==> config.mk <==
export PLATFORM = sky130hd
export DESIGN_NAME = stopwatch_lap_bank
export DESIGN_NICKNAME = d
export VERILOG_FILES = /design/src/rtl/stopwatch_lap_bank.sv
export SDC_FILE = /design/constraint.sdc
export NUM_CORES = 1
export LEC_CHECK = 0
export CAP_MARGIN = 5
export CORE_MARGIN = 2
export CORE_UTILIZATION = 56
export DETAILED_ROUTE_END_ITERATION = 7
export PLACE_DENSITY = 0.82
export SETUP_SLACK_MARGIN = 0.02
export SLEW_MARGIN = 20
export SYNTH_ARGS = -nofsm -noshare
export SYNTH_HDL_FRONTEND = slang
export SYNTH_SLANG_ARGS = --single-unit
==> constraint.sdc <==
create_clock -name clk -period 4.8 [get_ports clk]
set_clock_uncertainty 0.1 [all_clocks]
set_input_delay 0.96 -clock clk [delete_from_list [all_inputs] [get_ports clk]]
set_output_delay 0.96 -clock clk [all_outputs]
set_load 0.1 [all_outputs]
==> src/rtl/stopwatch_lap_bank.sv <==
// stopwatch_lap_bank: M:SS.t stopwatch with a NUM_LAPS-deep lap memory and a
// multiplexed, registered 4-digit active-low 7-segment driver.
// Buttons arrive as clean one-cycle pulses; time saturates at MAX_MIN:59.9.
module stopwatch_lap_bank #(
    parameter int TICK_DIV = 10_000_000,
    parameter int SCAN_DIV = 100_000,
    parameter int NUM_LAPS = 4,
    parameter int MAX_MIN  = 9
) (
    input  logic       clk,
    input  logic       rst,
    input  logic       start_stop,
    input  logic       lap,
    input  logic [3:0] sel,
    output logic [3:0] DIGIT,
    output logic [6:0] DISPLAY,
    output logic       running,
    output logic [3:0] lap_count,
    output logic       laps_full
);

    typedef enum logic [1:0] {
        ST_IDLE  = 2'd0,
        ST_RUN   = 2'd1,
        ST_PAUSE = 2'd2
    } state_t;

    typedef struct packed {
        logic [3:0] min;
        logic [3:0] sec_ten;
        logic [3:0] sec_one;
        logic [3:0] tenth;
    } bcd_time_t;

    localparam int PW = (TICK_DIV > 1) ? $clog2(TICK_DIV) : 1;
    localparam int SW = (SCAN_DIV > 1) ? $clog2(SCAN_DIV) : 1;

    localparam logic [PW-1:0] PRESC_MAX  = PW'(TICK_DIV - 1);
    localparam logic [SW-1:0] SCAN_MAX   = SW'(SCAN_DIV - 1);
    localparam logic [3:0]    LAPS_N     = 4'(NUM_LAPS);
    localparam bcd_time_t     FULL_SCALE = {4'(MAX_MIN), 4'd5, 4'd9, 4'd9};
    localparam logic [6:0]    SEG_DASH   = 7'b0111111;
    localparam logic [6:0]    SEG_ZERO   = 7'b1000000;

    // ------------------------------------------------------------------
    // Helpers
    // ------------------------------------------------------------------

    // Add 0.1 s with ripple carry tenth -> sec_one -> sec_ten -> min.
    // Never called at full scale, so min cannot overflow.
    function automatic bcd_time_t bcd_inc(input bcd_time_t t);
        bcd_time_t r;
        r = t;
        if (t.tenth != 4'd9) begin
            r.tenth = t.tenth + 4'd1;
        end else begin
            r.tenth = 4'd0;
            if (t.sec_one != 4'd9) begin
                r.sec_one = t.sec_one + 4'd1;
            end else begin
                r.sec_one = 4'd0;
                if (t.sec_ten != 4'd5) begin
                    r.sec_ten = t.sec_ten + 4'd1;
                end else begin
                    r.sec_ten = 4'd0;
                    r.min     = t.min + 4'd1;
                end
            end
        end
        return r;
    endfunction

    // Active-low glyphs, bit 0 = segment a ... bit 6 = segment g.
    function automatic logic [6:0] seg7(input logic [3:0] d);
        case (d)
            4'd0:    return 7'b1000000;
            4'd1:    return 7'b1111001;
            4'd2:    return 7'b0100100;
            4'd3:    return 7'b0110000;
            4'd4:    return 7'b0011001;
            4'd5:    return 7'b0010010;
            4'd6:    return 7'b0000010;
            4'd7:    return 7'b1111000;
            4'd8:    return 7'b0000000;
            4'd9:    return 7'b0010000;
            default: return 7'b1111111;
        endcase
    endfunction

    // ------------------------------------------------------------------
    // Stopwatch core
    // ------------------------------------------------------------------
    state_t          state_q, state_d;
    logic [PW-1:0]   presc_q, presc_d;
    bcd_time_t       time_q, time_d;
    logic [3:0]      lap_count_q, lap_count_d;

    logic            tick;
    logic            full_scale;
    logic            laps_full_w;
    logic            lap_we;
    logic            clear;

    assign tick        = (state_q == ST_RUN) && (presc_q == PRESC_MAX);
    assign full_scale  = (time_q == FULL_SCALE);
    assign laps_full_w = (lap_count_q == LAPS_N);

    // Next-state, prescaler, time and lap-count decisions for the three states.
    always_comb begin
        state_d     = state_q;
        presc_d     = presc_q;
        time_d      = time_q;
        lap_count_d = lap_count_q;
        lap_we      = 1'b0;
        clear       = 1'b0;

        case (state_q)
            ST_IDLE: begin
                if (start_stop) begin
                    state_d = ST_RUN;
                end
            end

            ST_RUN: begin
                presc_d = tick ? '0 : presc_q + PW'(1);
                if (tick) begin
                    if (full_scale) begin
                        state_d = ST_PAUSE;
                    end else begin
                        time_d = bcd_inc(time_q);
                    end
                end
                // Capture stores time_q, i.e. the value before this edge's tick.
                if (lap && !laps_full_w) begin
                    lap_we      = 1'b1;
                    lap_count_d = lap_count_q + 4'd1;
                end
                if (start_stop) begin
                    state_d = ST_PAUSE;
                end
            end

            ST_PAUSE: begin
                // start_stop has priority; at full scale it is simply dropped.
                if (start_stop) begin
                    if (!full_scale) begin
                        state_d = ST_RUN;
                    end
                end else if (lap) begin
                    clear       = 1'b1;
                    state_d     = ST_IDLE;
                    time_d      = '0;
                    presc_d     = '0;
                    lap_count_d = '0;
                end
            end

            default: begin
                state_d = ST_IDLE;
            end
        endcase
    end

    // Core state registers.
    always_ff @(posedge clk or posedge rst) begin
        if (rst) begin
            state_q     <= ST_IDLE;
            presc_q     <= '0;
            time_q      <= '0;
            lap_count_q <= '0;
        end else begin
            state_q     <= state_d;
            presc_q     <= presc_d;
            time_q      <= time_d;
            lap_count_q <= lap_count_d;
        end
    end

    // ------------------------------------------------------------------
    // Lap memory: slot gi holds lap number gi+1.
    // ------------------------------------------------------------------
    bcd_time_t slot_val [NUM_LAPS];

    generate
        for (genvar gi = 0; gi < NUM_LAPS; gi++) begin : g_slot
            bcd_time_t slot_q;

            // Latch the live time when this slot is the next free one; clear wipes it.
            always_ff @(posedge clk or posedge rst) begin
                if (rst) begin
                    slot_q <= '0;
                end else if (clear) begin
                    slot_q <= '0;
                end else if (lap_we && (lap_count_q == 4'(gi))) begin
                    slot_q <= time_q;
                end
            end

            assign slot_val[gi] = slot_q;
        end
    endgenerate

    // ------------------------------------------------------------------
    // Display source and digit scan
    // ------------------------------------------------------------------
    bcd_time_t       src_time;
    logic            src_dash;
    logic [SW-1:0]   scan_q, scan_d;
    logic [1:0]      idx_q, idx_d;
    logic            scan_wrap;
    logic [3:0]      nibble;
    logic [3:0]      digit_q, digit_d;
    logic [6:0]      display_q, display_d;

    // Pick live time, a filled slot, or dashes for empty/out-of-range slots.
    always_comb begin
        src_time = time_q;
        src_dash = 1'b0;
        if (sel != 4'd0) begin
            src_dash = 1'b1;
            for (int k = 0; k < NUM_LAPS; k++) begin
                if ((sel == 4'(k + 1)) && (sel <= lap_count_q)) begin
                    src_time = slot_val[k];
                    src_dash = 1'b0;
                end
            end
        end
    end

    assign scan_wrap = (scan_q == SCAN_MAX);
    assign scan_d    = scan_wrap ? '0 : scan_q + SW'(1);
    assign idx_d     = scan_wrap ? idx_q + 2'd1 : idx_q;

    // Map the lit digit position to its BCD nibble and build the next outputs.
    always_comb begin
        case (idx_q)
            2'd0:    nibble = src_time.tenth;
            2'd1:    nibble = src_time.sec_one;
            2'd2:    nibble = src_time.sec_ten;
            default: nibble = src_time.min;
        endcase
        digit_d   = ~(4'b0001 << idx_q);
        display_d = src_dash ? SEG_DASH : seg7(nibble);
    end

    // Free-running scan counter and registered digit/segment drivers.
    always_ff @(posedge clk or posedge rst) begin
        if (rst) begin
            scan_q    <= '0;
            idx_q     <= 2'd0;
            digit_q   <= 4'b1110;
            display_q <= SEG_ZERO;
        end else begin
            scan_q    <= scan_d;
            idx_q     <= idx_d;
            digit_q   <= digit_d;
            display_q <= display_d;
        end
    end

    assign DIGIT     = digit_q;
    assign DISPLAY   = display_q;
    assign running   = (state_q == ST_RUN);
    assign lap_count = lap_count_q;
    assign laps_full = laps_full_w;

endmodule

Word level (Yosys, flattened, before mapping)
Memories as Yosys holds them, arrays and structs flattened.
Index checks and enable logic that the tools add are counted.
Widths: inputs -> output; s select.
{"block": "word_totals", "n_memories": 1, "latchBits": 0, "inputBits": 8, "output_inout_bits": 17, "wordCells": 150, "register_bits": 140, "mem_bits_rw": 0, "romBits": 112}
{"block": "op_classes", "div": 0, "n_reduce_logical": 27, "addsub": 8, "muxes": 53, "n_eq_ne": 31, "bitwise": 1, "n_mul": 0, "n_shift": 1, "magnitude_cmp": 1}
{"memory": "(no name shown)", "words": 16, "width": 7, "rd": 1, "rd_ports_with_merged_regs": 0, "wr": 0, "line": "75", "rtl": "case (d)"}
{"operator": "$mux 16", "count": 17}
{"operator": "$mux 24", "count": 3}
{"operator": "$pmux 24 s2", "count": 1}
{"operator": "$pmux 16 s2", "count": 1}
{"operator": "$mux 4", "count": 7}
{"operator": "$add 24x1->24 const B", "count": 1}
{"operator": "$eq 24x24->1 const B", "count": 1}
{"operator": "$add 4x1->4 const B", "count": 5}
{"operator": "$add 17x1->17 const B", "count": 1}
{"operator": "$eq 17x17->1 const B", "count": 1}
{"operator": "$mux 17", "count": 1}
{"operator": "$eq 16x16->1 const B", "count": 1}
{"operator": "$eq 4x2->1 const B", "count": 4}
{"operator": "$mux 2", "count": 7}
{"operator": "$ne 2x2->1 const B", "count": 7}
{"operator": "$mux 12", "count": 1}
{"operator": "$pmux 4 s3", "count": 1}
{"operator": "$logic_and 1x1->1", "count": 10}
{"operator": "$mux 1", "count": 10}
{"operator": "$reduce_and 5->1", "count": 2}
{"operator": "$reduce_bool 2->1", "count": 5}
{"operator": "$eq 4x1->1 const B", "count": 2}
{"operator": "$eq 4x3->1 const B", "count": 2}
{"operator": "$mux 8", "count": 1}
{"operator": "23 further kinds", "count": 30}

Logic depth before layout (Yosys ltp)
An unclocked memory read counts as a cell.
{"block": "logic_depth", "depth_word": 10, "mapped_depth": 15, "mapped_depth_nobuf": 12}

Least setup slack after synthesis
Ideal clock, no wire load.
{"block": "synth_path", "kind": "register to register", "start": "register lap_count_q[1] (netlist: lap_count[1])", "end": "register display_q[1] (netlist: DISPLAY[1])", "path_slack_ns": 0.839, "path_stages_with_launch": 13, "arrival_ns": 3.729, "period_less_slack_ns": 3.961, "path_buffers": 0, "cell_sequence": "dfrtp_1 inv_1 ha_1 and2b_2 o211a_1 o21ai_4 a2111oi_0 a32oi_1 a211oi_2 nor2_1 ha_1 o21ai_0 or3b_1"}
{"block": "synth_via", "elab_chain_cells": 10, "word_cells_on_any_way": 18, "cone_classes": "order compare: 1; mux: 12; reduce/logical: 4; memory: 1"}
{"element": "start: declaration", "line": "96", "rtl": "logic [3:0] lap_count_q, lap_count_d;"}
{"element": "start signal: assignment", "line": "175", "rtl": "lap_count_q <= lap_count_d;"}
{"element": "$le 4x4->1 (*)", "line": "222", "rtl": "if ((sel == 4'(k + 1)) && (sel <= lap_count_q)) begin"}
{"element": "$logic_and 1x1->1", "line": "222"}
{"element": "$mux 16 (4 in series)", "line": "222"}
{"element": "$mux 16", "line": "219", "rtl": "if (sel != 4'd0) begin"}
{"element": "$pmux 4 s3", "line": "236", "rtl": "case (idx_q)"}
{"element": "$mem_v2 16x7"}
{"element": "$mux 7 (*)", "line": "243", "rtl": "display_d = src_dash ? SEG_DASH : seg7(nibble);"}
{"element": "net display_d[1]", "line": "213", "rtl": "logic [6:0] display_q, display_d;"}
{"element": "end signal: assignment", "line": "257", "rtl": "display_q <= display_d;"}
{"element": "end: declaration", "line": "213"}
The timed path passes the listed nets; every way through them passes the cells marked *.
A chain may end at the register's enable or synchronous reset.

Worst setup path in the final report
{"block": "layout_path", "start": "input sel[2]", "end": "register display_q[1] (netlist: DISPLAY[1])"}
{"block": "layout_via", "elab_chain_cells": 10, "word_cells_on_any_way": 23, "cone_classes": "order compare: 1; eq/ne: 4; mux: 12; reduce/logical: 5; memory: 1"}
{"element": "start: declaration", "line": "14", "rtl": "input logic [3:0] sel,"}
{"element": "$le 4x4->1 / $eq 4x1->1 (equally long branches)", "line": "222"}
{"element": "$logic_and 1x1->1", "line": "222"}
{"element": "$mux 16 (4 in series)", "line": "222"}
{"element": "$mux 16", "line": "219"}
{"element": "$pmux 4 s3", "line": "236"}
{"element": "$mem_v2 16x7"}
{"element": "$mux 7 (*)", "line": "243"}
{"element": "net display_d[1]", "line": "213"}
Marked as above.

==> impl_metrics.csv <==
group,metric,value,unit
run_status,status,"finished, final reports clean",
setup_path,rrSetupSlack,1230,ps
placed_design,dp_slack,267,ps
cells_and_area,count_of_antenna_diodes_in_the_layout,0,
clocking,cts_clk_pin_slew_worst_paths,60,ps
global_route,grt_usage,28.8,%
route,antenna_left,0,
route,routed_len_inst,18.4,µm
sta,hold_viol_final,0,
cells_and_area,instances_no_fill,1077,
sta,rel_slew_slack,35.1,%
cells_and_area,layout-drive-gt1-share,10.8,%
route,viasPerCell,6.15,
clocking,clk_root_buffer_cell,"sky130_fd_sc_hd__clkbuf_16",
sta,setup-violations-final,0,
setup_path,critPathCaptureType,"flop",
setup_path,timing.critical_path.to,"DISPLAY[1]",
floorplanning,floorplan.io_pins,25,
yosys,yosys_warnings,0,
global_route,grt_remaining_overflow,0,
floorplanning,floorplan.initialDensity,56.7,%
yosys,ys_top_cells_by_area,"sky130_fd_sc_hd__dfrtp_1 (44%), sky130_fd_sc_hd__nand2_1 (8.0%), sky130_fd_sc_hd__a21oi_1 (5.9%)",
power_and_ir_drop,power_leakage,3.73,nW
placed_design,place_inst,1045,
floorplanning,die_width,122,µm
placed_design,gp_congestion,1.01,
yosys,yosys.cell_types.count,85,
global_route,grt_antenna_before_repair,0,
setup_path,crit_path_most_repeated_cell,"sky130_fd_sc_hd__ha_1",
setup_path,ff2ff_path_depth,12,
yosys,async_set_or_reset_flop_fraction_in_the_synthesized_netlist,100,%
sta,layout_setup_ws,643,ps
yosys,postSynthAreaPerCell,8.95,µm²
power_and_ir_drop,fin_total_pwr,4.08,mW
global_route,grt_start_max_net_pins,69,
setup_path,timing_worst_setup_path_type,"in2reg",
yosys,synth_top_cell_by_area,"sky130_fd_sc_hd__dfrtp_1",
clocking,clk-insertion-delay-late,430,ps
setup_path,critical_path_fanout_max,12,
yosys,synth_top_area_share,43.7,%
clocking,postCtsSetupBuffers,0,
placed_design,placedInstanceArea,8130,µm²
setup_path,reg2reg_to,"DISPLAY[1]",
clocking,cts_tree,"built",
sta,rsz_0062_raised_after_global_routing,"no",
cells_and_area,finalCoreUtilization,63.8,%
run,max_cap_viol_count,0,
cells_and_area,fill_cells,1125,
floorplanning,design.core.area,13700,µm²
yosys,dominantRegCellSynth,"sky130_fd_sc_hd__dfrtp_1",
route,detail_route.iter0.violations,793,
cells_and_area,synthToLayoutAreaGrowth,12.5,%
global_route,global_route_wire_length_before_repair,32.7,mm
floorplanning,die_y,122,µm
cells_and_area,finish.net_count,916,
sta,timing.setup.tns,0,ps
yosys,synth.cell_area,7780,µm²
setup_path,cp.required,5000,ps
sta,finalCritPeriodShare,86.6,%
sta,hold_ws,394,ps
clocking,cts_made_buffers,17,
route,route.detailed.drc,0,
setup_path,critPathMaxStageDelay,740,ps
cells_and_area,fin_area,8760,µm²
setup_path,crit_arrival,4360,ps
floorplanning,die_area,14900,µm²
route,via_count,6622,
sta,worst_pin_slew,971,ps
clocking,post_cts_resized,0,
setup_path,r2r_start,"lap_count[1]",
power_and_ir_drop,power.ir.vdd_worst,0.544,mV
clocking,clock-sinks,140,
yosys,yosys_register_bits,140,
yosys,synth_enable_flop_cells,0,
sta,final_max_slew_viol_count,0,
floorplanning,num_rows,43,
sta,post-route-min-period,4160,ps
route,detail_route.first_pass.iterations,7,
clocking,cts.hold.buffers_added,0,
sta,timing.fmax,241,MHz
route,detail_route.wirelength,19.9,mm
clocking,ctsLongestPathBuffers,2,
yosys,syn-num-nets,902,
placed_design,detailed_place_hpwl,13.5,mm
setup_path,crit_path_start_kind,"input pin",
power_and_ir_drop,power.density,466,nW/µm²
global_route,first_global_vias,6299,
yosys,synth_cells,870,
setup_path,timing.critical_path.slowest_stage_cell,"sky130_fd_sc_hd__clkdlybuf4s50_1",
setup_path,crit_path_cell_trace,"clkdlybuf4s50_1, ha_1, and4_1, nand2_1, o21ai_4, a2111oi_0, a32oi_1, a211oi_2, nor2_1, ha_1, o21ai_0, or3b_1",
yosys,seq_area_frac_synth,45.1,%
min_path,holdCritPathClass,"reg2reg",
clocking,h-tree-depth,4,
placed_design,numPortBuffers,24,
setup_path,critPathLaunch,"sel[2]",
## final cells by class
type / instances / area, µm² / share of cell area (%)
multi-input combinational: 650 / 3860 / 44.1
sequential: 140 / 3510 / 40.1
clock buffer: 19 / 433 / 4.94
timing repair buffer: 48 / 430 / 4.91
tap: 180 / 225 / 2.57
clock inverter: 13 / 191 / 2.19
inverter: 27 / 105 / 1.20
## worst max-delay path: cells and delay by family
family                     cells  cell delay [ps]
AOI/OAI and AO/OA              5             1120
and+or+nand+nor                4              870
adders and majority gates      2              670
buffers and inverters          1              740
## registers in the layout, summed over array words and instances (netlist names)
| signal | flops |
|---|---|
| time_q | 16 |
| DISPLAY | 7 |
| lap_count | 4 |
| idx_q | 2 |
| state_q | 2 |
| presc_q | 24 |
| DIGIT | 4 |
| scan_q | 17 |
| g_slot.slot_q | 64 |
## worst min-delay path by stage
stage	to	depth (start not counted)	from
after global routing	scan_q[4]	1	scan_q[4]
after global placement	scan_q[4]	1	scan_q[4]
after CTS	scan_q[14]	1	scan_q[14]
final	scan_q[4]	1	scan_q[4]
after floorplan	scan_q[4]	1	scan_q[4]
after detailed placement	scan_q[4]	1	scan_q[4]
## routing by layer
| metal | GRT usage, % | up-vias | wire (µm) |
|---|---|---|---|
| li1 | - | 3098 | - |
| met1 | 39.1 | 3181 | 8630 |
| met2 | 43.9 | 287 | 9060 |
| met3 | 7.26 | 56 | 1500 |
| met4 | 12.2 | 0 | 680 |
| met5 | 0 | - | 0 |
## placed cells by master, fill, tap and decap left out, types with 7 or more instances in the layout
| master | synthesis | final |
|---|---|---|
| sky130_fd_sc_hd__a211oi_1 | 10 | 10 |
| sky130_fd_sc_hd__a21oi_1 | 91 | 91 |
| sky130_fd_sc_hd__and2_1 | 8 | 8 |
| sky130_fd_sc_hd__and3_1 | 11 | 10 |
| sky130_fd_sc_hd__buf_4 | 1 | 24 |
| sky130_fd_sc_hd__clkbuf_16 | 0 | 17 |
| sky130_fd_sc_hd__clkdlybuf4s50_1 | 0 | 23 |
| sky130_fd_sc_hd__dfrtp_1 | 136 | 136 |
| sky130_fd_sc_hd__ha_1 | 24 | 24 |
| sky130_fd_sc_hd__inv_1 | 25 | 24 |
| sky130_fd_sc_hd__mux2i_1 | 11 | 11 |
| sky130_fd_sc_hd__nand2_1 | 166 | 166 |
| sky130_fd_sc_hd__nand3_1 | 45 | 45 |
| sky130_fd_sc_hd__nor2_1 | 57 | 57 |
| sky130_fd_sc_hd__nor3_1 | 14 | 13 |
| sky130_fd_sc_hd__nor4_1 | 7 | 7 |
| sky130_fd_sc_hd__o21ai_0 | 45 | 45 |
| sky130_fd_sc_hd__o22ai_1 | 10 | 10 |
| sky130_fd_sc_hd__o31ai_1 | 8 | 8 |
| sky130_fd_sc_hd__xnor2_1 | 15 | 15 |
| sky130_fd_sc_hd__xor2_1 | 12 | 12 |
## synthesized netlist by cell type (all sizes together), types with 4 or more instances
| master | instances |
|---|---|
| a211oi | 11 |
| a21o | 6 |
| a21oi | 91 |
| a31oi | 6 |
| a32oi | 5 |
| and2 | 9 |
| and3 | 11 |
| buf | 7 |
| clkbuf | 45 |
| dfrtp | 136 |
| dfstp | 4 |
| ha | 24 |
| inv | 27 |
| mux2 | 6 |
| mux2i | 11 |
| nand2 | 166 |
| nand2b | 7 |
| nand3 | 45 |
| nand3b | 4 |
| nand4 | 6 |
| nor2 | 58 |
| nor3 | 14 |
| nor4 | 10 |
| o21a | 4 |
| o21ai | 49 |
| o22ai | 10 |
| o31ai | 9 |
| or2 | 4 |
| or4b | 6 |
| xnor2 | 15 |
| xor2 | 12 |
## power by group
part           total (mW)  internal (mW)  switching, mW  leakage, nW
clock                1.40          0.873          0.526        0.294
combinational        1.25          0.371          0.884         1.55
sequential           1.43           1.30          0.132         1.88
total                4.08           2.54           1.54         3.73
## kinds of logic (layout without fill, tap and decap cells)
logic type	count (synthesis)	after routing	synth area share, %
compound gates	221	221	18.0
xor+xnor	27	27	3.04
fa+ha+maj	24	24	3.86
buf+inv	80	107	5.35
flops	140	140	45.1
mux	17	17	2.28
simple gates	361	361	22.4
(Power assumes the default switching activity.)
